`config.mk`:
```
export PLATFORM = sky130hd
export DESIGN_NAME = sd_sector_memwr
export DESIGN_NICKNAME = d
export VERILOG_FILES = /design/src/rtl/sd_sector_memwr.sv
export SDC_FILE = /design/constraint.sdc
export NUM_CORES = 1
export LEC_CHECK = 0
export ABC_AREA = 1
export CAP_MARGIN = 10
export CORE_ASPECT_RATIO = 1.1
export CORE_UTILIZATION = 23
export CTS_BUF_LIST = sky130_fd_sc_hd__clkbuf_8
export CTS_CLUSTER_SIZE = 8
export DETAILED_ROUTE_END_ITERATION = 12
export PLACE_DENSITY = 0.38
export SLEW_MARGIN = 20
export SYNTH_ARGS = -nofsm -noshare
export SYNTH_HDL_FRONTEND = slang
export SYNTH_SLANG_ARGS = --single-unit
```
`constraint.sdc`:
```
create_clock -name clk_i -period 16.35 [get_ports clk_i]
set_input_delay 3.27 -clock clk_i [delete_from_list [all_inputs] [get_ports clk_i]]
set_output_delay 3.27 -clock clk_i [all_outputs]
set_load 0.05 [all_outputs]
```
`src/rtl/sd_sector_memwr.sv`:
```
// Packs the SD sector byte stream into little-endian words and writes them to RAM through a small
// word FIFO and a req/ack port, raising done once the whole boot image has been written.
module sd_sector_memwr #(
  parameter logic [31:0] BASE_ADDR  = 32'h0000_0000,
  parameter logic [31:0] BIN_SIZE   = 32'h0040_0000,
  parameter int unsigned FIFO_DEPTH = 4
) (
  input  logic        clk_i,
  input  logic        rstn_i,
  input  logic        in_en_i,
  input  logic [8:0]  in_addr_i,
  input  logic [7:0]  in_byte_i,
  output logic        almost_full_o,
  output logic        mem_req_o,
  output logic [31:0] mem_addr_o,
  output logic [31:0] mem_wdata_o,
  input  logic        mem_ack_i,
  output logic        busy_o,
  output logic        done_o,
  output logic [1:0]  err_o
);

  localparam int unsigned PtrW = (FIFO_DEPTH > 1) ? $clog2(FIFO_DEPTH) : 1;
  localparam int unsigned CntW = PtrW + 1;
  localparam logic [CntW-1:0] Depth   = CntW'(FIFO_DEPTH);
  localparam logic [CntW-1:0] AfLevel = CntW'(FIFO_DEPTH - 1);
  localparam logic [32:0]     BinSize = {1'b0, BIN_SIZE};

  typedef enum logic [0:0] {StIdle, StReq} state_e;

  state_e          state_q, state_d;
  logic [32:0]     byte_cnt_q, byte_cnt_d;
  logic [8:0]      exp_q, exp_d;
  logic            skip_q, skip_d;
  logic            partial_q, partial_d;
  logic [23:0]     pack_q, pack_d;
  logic [31:0]     waddr_q, waddr_d;
  logic [31:0]     fifo_addr_q [FIFO_DEPTH];
  logic [31:0]     fifo_data_q [FIFO_DEPTH];
  logic [PtrW-1:0] wr_ptr_q, rd_ptr_q, rd_next;
  logic [CntW-1:0] cnt_q, cnt_d;
  logic            req_q, req_d;
  logic [31:0]     maddr_q, maddr_d, mdata_q, mdata_d;
  logic [30:0]     wr_words_q, wr_words_d;
  logic            done_q, done_d;
  logic [1:0]      err_q, err_d;

  logic        accept, complete, full, push, pop, overflow;
  logic [31:0] word;

  assign accept   = in_en_i && !done_q && (byte_cnt_q < BinSize);
  assign word     = {in_byte_i, pack_q};
  assign full     = (cnt_q == Depth);
  assign pop      = (state_q == StReq) && mem_ack_i;
  assign push     = complete && (!full || pop);
  assign overflow = complete && full && !pop;
  assign rd_next  = rd_ptr_q + 1'b1;

  // Byte packing and sequence tracking.
  always_comb begin
    byte_cnt_d = byte_cnt_q;
    exp_d      = exp_q;
    skip_d     = skip_q;
    partial_d  = partial_q;
    pack_d     = pack_q;
    complete   = 1'b0;
    err_d      = {err_q[1] | overflow, err_q[0]};
    if (accept) begin
      byte_cnt_d = byte_cnt_q + 33'd1;
      exp_d      = in_addr_i + 9'd1;
      if (in_addr_i != exp_q) begin
        err_d[0]  = 1'b1;
        skip_d    = 1'b1;
        partial_d = 1'b0;
        pack_d    = '0;
      end else if (!skip_q || (in_addr_i[1:0] == 2'd0)) begin
        // After a resync only a word-aligned byte may start a new word.
        skip_d    = 1'b0;
        partial_d = (in_addr_i[1:0] != 2'd3);
        unique case (in_addr_i[1:0])
          2'd0: pack_d[7:0]   = in_byte_i;
          2'd1: pack_d[15:8]  = in_byte_i;
          2'd2: pack_d[23:16] = in_byte_i;
          2'd3: begin
            complete = 1'b1;
            pack_d   = '0;
          end
          default: ;
        endcase
      end
    end
  end

  assign waddr_d = complete ? (waddr_q + 32'd4) : waddr_q;
  assign cnt_d   = cnt_q + CntW'(push) - CntW'(pop);

  // Write FSM.
  always_comb begin
    state_d    = state_q;
    req_d      = req_q;
    maddr_d    = maddr_q;
    mdata_d    = mdata_q;
    wr_words_d = wr_words_q;
    done_d     = done_q;
    unique case (state_q)
      StIdle: begin
        if ((cnt_q != '0) && !done_q) begin
          req_d   = 1'b1;
          maddr_d = fifo_addr_q[rd_ptr_q];
          mdata_d = fifo_data_q[rd_ptr_q];
          state_d = StReq;
        end
      end
      StReq: begin
        if (mem_ack_i) begin
          wr_words_d = wr_words_q + 31'd1;
          if ({wr_words_d, 2'b00} == BinSize) begin
            done_d  = 1'b1;
            req_d   = 1'b0;
            state_d = StIdle;
          end else if (cnt_q >= CntW'(2)) begin
            maddr_d = fifo_addr_q[rd_next];
            mdata_d = fifo_data_q[rd_next];
          end else begin
            req_d   = 1'b0;
            state_d = StIdle;
          end
        end
      end
      default: state_d = StIdle;
    endcase
  end

  always_ff @(posedge clk_i) begin
    if (!rstn_i) begin
      state_q    <= StIdle;
      byte_cnt_q <= '0;
      exp_q      <= '0;
      skip_q     <= 1'b0;
      partial_q  <= 1'b0;
      pack_q     <= '0;
      waddr_q    <= BASE_ADDR;
      wr_ptr_q   <= '0;
      rd_ptr_q   <= '0;
      cnt_q      <= '0;
      req_q      <= 1'b0;
      maddr_q    <= '0;
      mdata_q    <= '0;
      wr_words_q <= '0;
      done_q     <= 1'b0;
      err_q      <= '0;
      for (int unsigned i = 0; i < FIFO_DEPTH; i++) begin
        fifo_addr_q[i] <= '0;
        fifo_data_q[i] <= '0;
      end
    end else begin
      state_q    <= state_d;
      byte_cnt_q <= byte_cnt_d;
      exp_q      <= exp_d;
      skip_q     <= skip_d;
      partial_q  <= partial_d;
      pack_q     <= pack_d;
      waddr_q    <= waddr_d;
      cnt_q      <= cnt_d;
      req_q      <= req_d;
      maddr_q    <= maddr_d;
      mdata_q    <= mdata_d;
      wr_words_q <= wr_words_d;
      done_q     <= done_d;
      err_q      <= err_d;
      if (push) begin
        fifo_addr_q[wr_ptr_q] <= waddr_q;
        fifo_data_q[wr_ptr_q] <= word;
        wr_ptr_q              <= wr_ptr_q + 1'b1;
      end
      if (pop) begin
        rd_ptr_q <= rd_next;
      end
    end
  end

  assign almost_full_o = (cnt_q >= AfLevel);
  assign mem_req_o     = req_q;
  assign mem_addr_o    = maddr_q;
  assign mem_wdata_o   = mdata_q;
  assign busy_o        = partial_q || (cnt_q != '0) || req_q;
  assign done_o        = done_q;
  assign err_o         = err_q;

endmodule
```
==> results of run 1 <==
cells in the mapped netlist (all sizes together), types with 2 or more instances:
master	count	area, um2
a32oi	9	78.8
nand4	35	225
nor4	15	93.8
nand2	534	2020
o211ai	39	293
nor3	155	792
o21ai	239	1200
a2bb2oi	28	245
o32ai	2	17.5
xnor2	8	70.1
nand3	99	536
xor2	31	272
a22oi	28	210
a311oi	2	17.5
clkinv	2	8.75
clkbuf	133	499
dfxtp	205	4100
o31ai	2	15.0
edfxtp	248	7450
a21oi	133	666
nor3b	5	37.5
o22ai	21	131
inv	313	1170
nor2	479	1850
nand3b	3	22.5
ha	11	138
a221oi	52	455
o21a	3	22.5
a31o	4	35.0
buf	48	312
state kept, by name, summed over array words and instances (netlist names), named ones only:
name and count:
fifo_data_q 128, fifo_addr_q 120, byte_cnt_q 33, mem_wdata_o 32, wr_words_q 31, mem_addr_o 30, waddr_q 30, pack_q 24
exp_q 9, cnt_q 3, err_o 2, rd_ptr_q 2, wr_ptr_q 2, done_o 1, mem_req_o 1, partial_q 1
skip_q 1, state_q 1
worst max-delay path, stage by stage:
cell             delay (ns)
clkdlybuf4s50_1        0.42
nand2_1                0.06
buf_4                  0.44
inv_1                  0.38
nor3_1                 0.27
inv_1                  0.14
nand3_4                0.52
nor2_2                 0.06
nand2_2                0.07
buf_4                  0.76
nand2_8                0.64
per-stage QoR:
| stage | instances | area (um2) | total power, uW | hold WS, ns |
|---|---|---|---|---|
| finish | 4295 | 27000 | 4180 | 0.425 |
| detailed placement | 4123 | 25000 | 3000 | 0.420 |
| global route | 4295 | 27000 | 4440 | 0.440 |
| floorplan | 2895 | 23100 | 2500 | 0.407 |
| CTS | 4290 | 26900 | 4260 | 0.428 |
| global placement | 4123 | 25000 | 2990 | 0.418 |
kinds of logic after synthesis:
kind of cell / share of synthesized area [%]
buffers and inverters: 8.65
other: 0.0163
XOR/XNOR: 1.48
adder cells (fa/ha/maj): 0.684
AND/OR/NAND/NOR: 24.2
flip-flops: 50.1
AO/OA/AOI/OAI: 14.8
path summary, 6_finish.rpt:
| check | depth (start not counted) | slack (ns) | endpoint | startpoint |
|---|---|---|---|---|
| setup / recovery | 11 | 9.44 | fifo_addr_q[0][27] | mem_ack_i |
| hold / removal | 2 | 0.43 | byte_cnt_q[25] | byte_cnt_q[25] |
| setup reg to reg | 12 | 12.07 | fifo_addr_q[0][27] | done_o |
| hold reg to reg | 2 | 0.43 | byte_cnt_q[25] | byte_cnt_q[25] |
power by group:
group | leakage [uW] | internal, uW | switching, uW
combinational | 0.00475 | 460 | 1080
clock | 0.00110 | 691 | 531
sequential | 0.00418 | 1330 | 87.1
area by class of cell:
type	instances	area share [%]
clock buffers	107	5.46
diodes	5	0.0464
flip-flops and latches	453	42.9
repair buffers	118	4.09
multi-input cells	1946	35.5
well taps	1291	5.99
clock inverters	60	1.59
inverters	315	4.41
routing by layer:
metal	track usage, %	up-vias
li1	-	9820
met1	20.0	9483
met2	25.5	530
met3	2.45	122
met4	4.80	0
met5	0	-
==> out/metrics.cfg, run 1 <==
[synth]
ys_seq_area_share_pct=50.1
synthCells=2894
synthFlopType=edfxtp_1
synth-edff-count=248
ys_ff_latch=453
synth_cell_types=54
synth_area_per_cell_um2=7.97
yosys_warnings=0
syn_area_um2=23100
synth_async_sr_flop_share_pct=0

[clock_network]
path_clk_slew_ns=0.05
htree_levels=3
cts_made_buffers=90
clock-sinks=453
root_buffer=clkbuf_8
insertion_delay_ns=0.70
cts_tree=done
cts_hold_buf=0
post_cts_resized=0
cts_max_path_buffers=3
post_cts_buffers=0

[grt]
grt_pass1_wl_um=119000
grt_util_all_layers_pct=15.2
antenna_found_initial=1
grt_overflow=0
grt_pass1_vias=19669
grt_max_degree=75

[timing]
tightest_slew_ns=1.08
rsz0062_at_grt=no
final-hold-violation-count=0
finalSetupViolations=0
maxSlewViolCount=0
finalWorstSetupSlack_ns=9.44
max_freq_mhz=145
slew_headroom_pct=28.2
period_share_pct=42.2
fin_skew_ns=0.0582
fin_crit_ns=6.91
finalSetupTns_ns=0

[drt]
drtIter0Drc=1296
wl_met3_um=4060
ant_nets=0
drc=0
drtPass1Iterations=5
drt_wl_total_um=78300
via_per_inst=4.65
wl_met2_um=36000
vias=19955
drt-wirelength-per-cell_um=18.2
drt-met1-wl_um=36700
highest_layer=met4

[floorplan]
die_h_um=334
pin_count=91
rows=121
dieArea_um2=102000
die_w_um=304
start_util_pct=23.2
core-area_um2=99200

[worst_setup_path]
cp.arrival_ns=7.13
endpoint_kind=flip-flop
cp-start-kind=primary input
criticalPathCategory=in -> reg
worstPathRequired_ns=16.57
crit_fanout=63

[run]
drv_cap=0

[place]
post-place-ws_ns=8.31
placement.io_buffers=88
hpwl_um=46800
gp_congestion=0.826

[finish]
final_util_pct=27.2
multi_input_area_um2=9580
area_delta_synth_final_pct=16.9
final_common_cell=nand2_1
fin_nets=2957
final_cell_mix=nand2_1, nor2_1, inv_1
final-seq-area_um2=11600
drive_gt1_share_pct=7.04
n_fill_cell=10643

[pwr]
powerDensity_nw_per_um2=155
power.leakage_uw=0.0100
vdd_drop_max_uv=80.2

[run_status]
outcome=complete, no violations

[hold_path]
min_path_type=reg -> reg

Note: power is estimated with default switching activity, not from simulation.
==> inputs of run 2 (changes only) <==
- clock period: 16.35 -> 7.1 ns (I/O delays scaled with it)
==> run 2 against run 1 <==
  * Utilization about the same
  * Routed wire length decreased by 0.19%
  * Critical path depth increased by 2
  * Final area decreased by 0.13%
  * Largest cell class unchanged
==> out/metrics.cfg, run 2 (same netlist as run 1, synthesis figures left out) <==
[grt]
grt_util_all_layers_pct=15.2
grt_pass1_wl_um=119000
grt-busiest-layer=met2
antenna_found_initial=1
grt_overflow=0
grt_pass1_vias=19871
grt.met2_usage_pct=24.7
gr-usage-met3_pct=2.94
met1_usage_pct=20.2
grt_max_degree=103

[timing]
fin_crit_ns=4.76
max_freq_mhz=210
finalSetupViolations=0
finalSetupTns_ns=0
tightest_slew_ns=1.09
rsz0062_at_grt=no
finalWorstSetupSlack_ns=2.34
maxSlewViolCount=0
period_share_pct=67.0
slew_headroom_pct=27.3
fin_skew_ns=0.0542
final-hold-violation-count=0

[clock_network]
root_buffer=clkbuf_8
insertion_delay_ns=0.73
cts_hold_buf=0
post_cts_resized=0
clock-sinks=453
cts_made_buffers=90
post_cts_buffers=0
htree_levels=3
cts_max_path_buffers=3
path_clk_slew_ns=0.05
cts_tree=done

[worst_setup_path]
endpoint_kind=flip-flop
r2r_setup_slack_ns=3.00
cp-start-kind=primary input
r2r_start=state_q
cp.arrival_ns=5.16
crit_fanout=63
criticalPathCategory=in -> reg
worstPathRequired_ns=7.50
r2r.worst_path.cells=10
r2r_end=fifo_data_q[0][5]

[drt]
drtIter0Drc=1261
ant_nets=0
vias=20161
via_per_inst=4.69
drc=0
drt_wl_total_um=78200
drt-wirelength-per-cell_um=18.2
drtPass1Iterations=5

[finish]
area_delta_synth_final_pct=16.8
n_fill_cell=10690
fin_nets=2958
drive_gt1_share_pct=6.80
final_cell_mix=nand2_1, nor2_1, inv_1
largest_reg_flops=128
stdcell_count=4295
final_common_cell=nand2_1
postLayoutCellArea_um2=26900
reg_top3=fifo_data_q (128), fifo_addr_q (120), byte_cnt_q (33)
regMostFlops=fifo_data_q

[hold_path]
min_path_cells=2
min_to=byte_cnt_q[25]
min_from=byte_cnt_q[25]
min_path_type=reg -> reg

[floorplan]
die_w_um=304
start_util_pct=23.2
dieArea_um2=102000
core-area_um2=99200
rows=121
die_h_um=334
pin_count=91

[run_status]
outcome=complete, no violations

[place]
placed_cells=4124
hpwl_um=45600
placement.io_buffers=88
post-place-ws_ns=1.52
dpl_cell_area_um2=25100
gp_congestion=0.837

[pwr]
powerDensity_nw_per_um2=355
vdd_drop_max_uv=194
power.leakage_uw=0.0100

[run]
drv_cap=0

run 2: stage by stage:
stage / hold WS [ns] / power, uW / util (%)
finish: 0.425 / 9560 / 27.1
floorplan: 0.407 / 5750 / -
global route: 0.439 / 10200 / 27.1
global placement: 0.417 / 6890 / 25.3
detailed placement: 0.419 / 6920 / 25.3
CTS: 0.427 / 9700 / 27.1
run 2: worst max path at each step:
stage / startpoint / end / slack, ns / cells after the start
after floorplan: in_en_i / fifo_addr_q[2][10] / 1.41 / 8
after global placement: in_en_i / fifo_data_q[0][2] / 1.56 / 13
after detailed placement: in_en_i / fifo_data_q[0][5] / 1.52 / 13
after CTS: in_en_i / fifo_data_q[0][5] / 2.32 / 13
after global routing: in_en_i / fifo_data_q[0][5] / 2.06 / 13
final: in_en_i / fifo_data_q[0][5] / 2.34 / 13
run 2: power by group:
group / internal, uW / total (uW) / switching, uW
clock: 1490 / 2710 / 1230
sequential: 3070 / 3310 / 234
combinational: 1070 / 3540 / 2470
total: 5630 / 9560 / 3930
run 2: worst max-delay path: stages:
cell	delay [ns]
clkdlybuf4s50_1	0.51
nand3_1	0.09
nor4_1	0.20
nand2_1	0.20
clkinv_2	0.22
nand2_1	0.14
nor3_4	0.43
nand3_4	0.12
nor2_2	0.12
nand2_2	0.04
buf_4	0.41
nand2_4	0.88
buf_4	0.33
run 2: cell type report:
class | instances | area [um2] | share of cell area (%)
clock inverters | 65 | 409 | 1.52
clock buffers | 104 | 1430 | 5.32
inverters | 315 | 1190 | 4.41
flip-flops and latches | 453 | 11600 | 42.9
diodes | 2 | 5.00 | 0.0186
repair buffers | 119 | 1150 | 4.26
well taps | 1291 | 1620 | 6.00
multi-input cells | 1946 | 9570 | 35.5
run 2: per-layer routing:
metal / wire (um) / share of wire, %
met3: 4570 / 5.8
met1: 36700 / 47
met5: 0 / 0
met4: 1490 / 1.9
met2: 35400 / 45
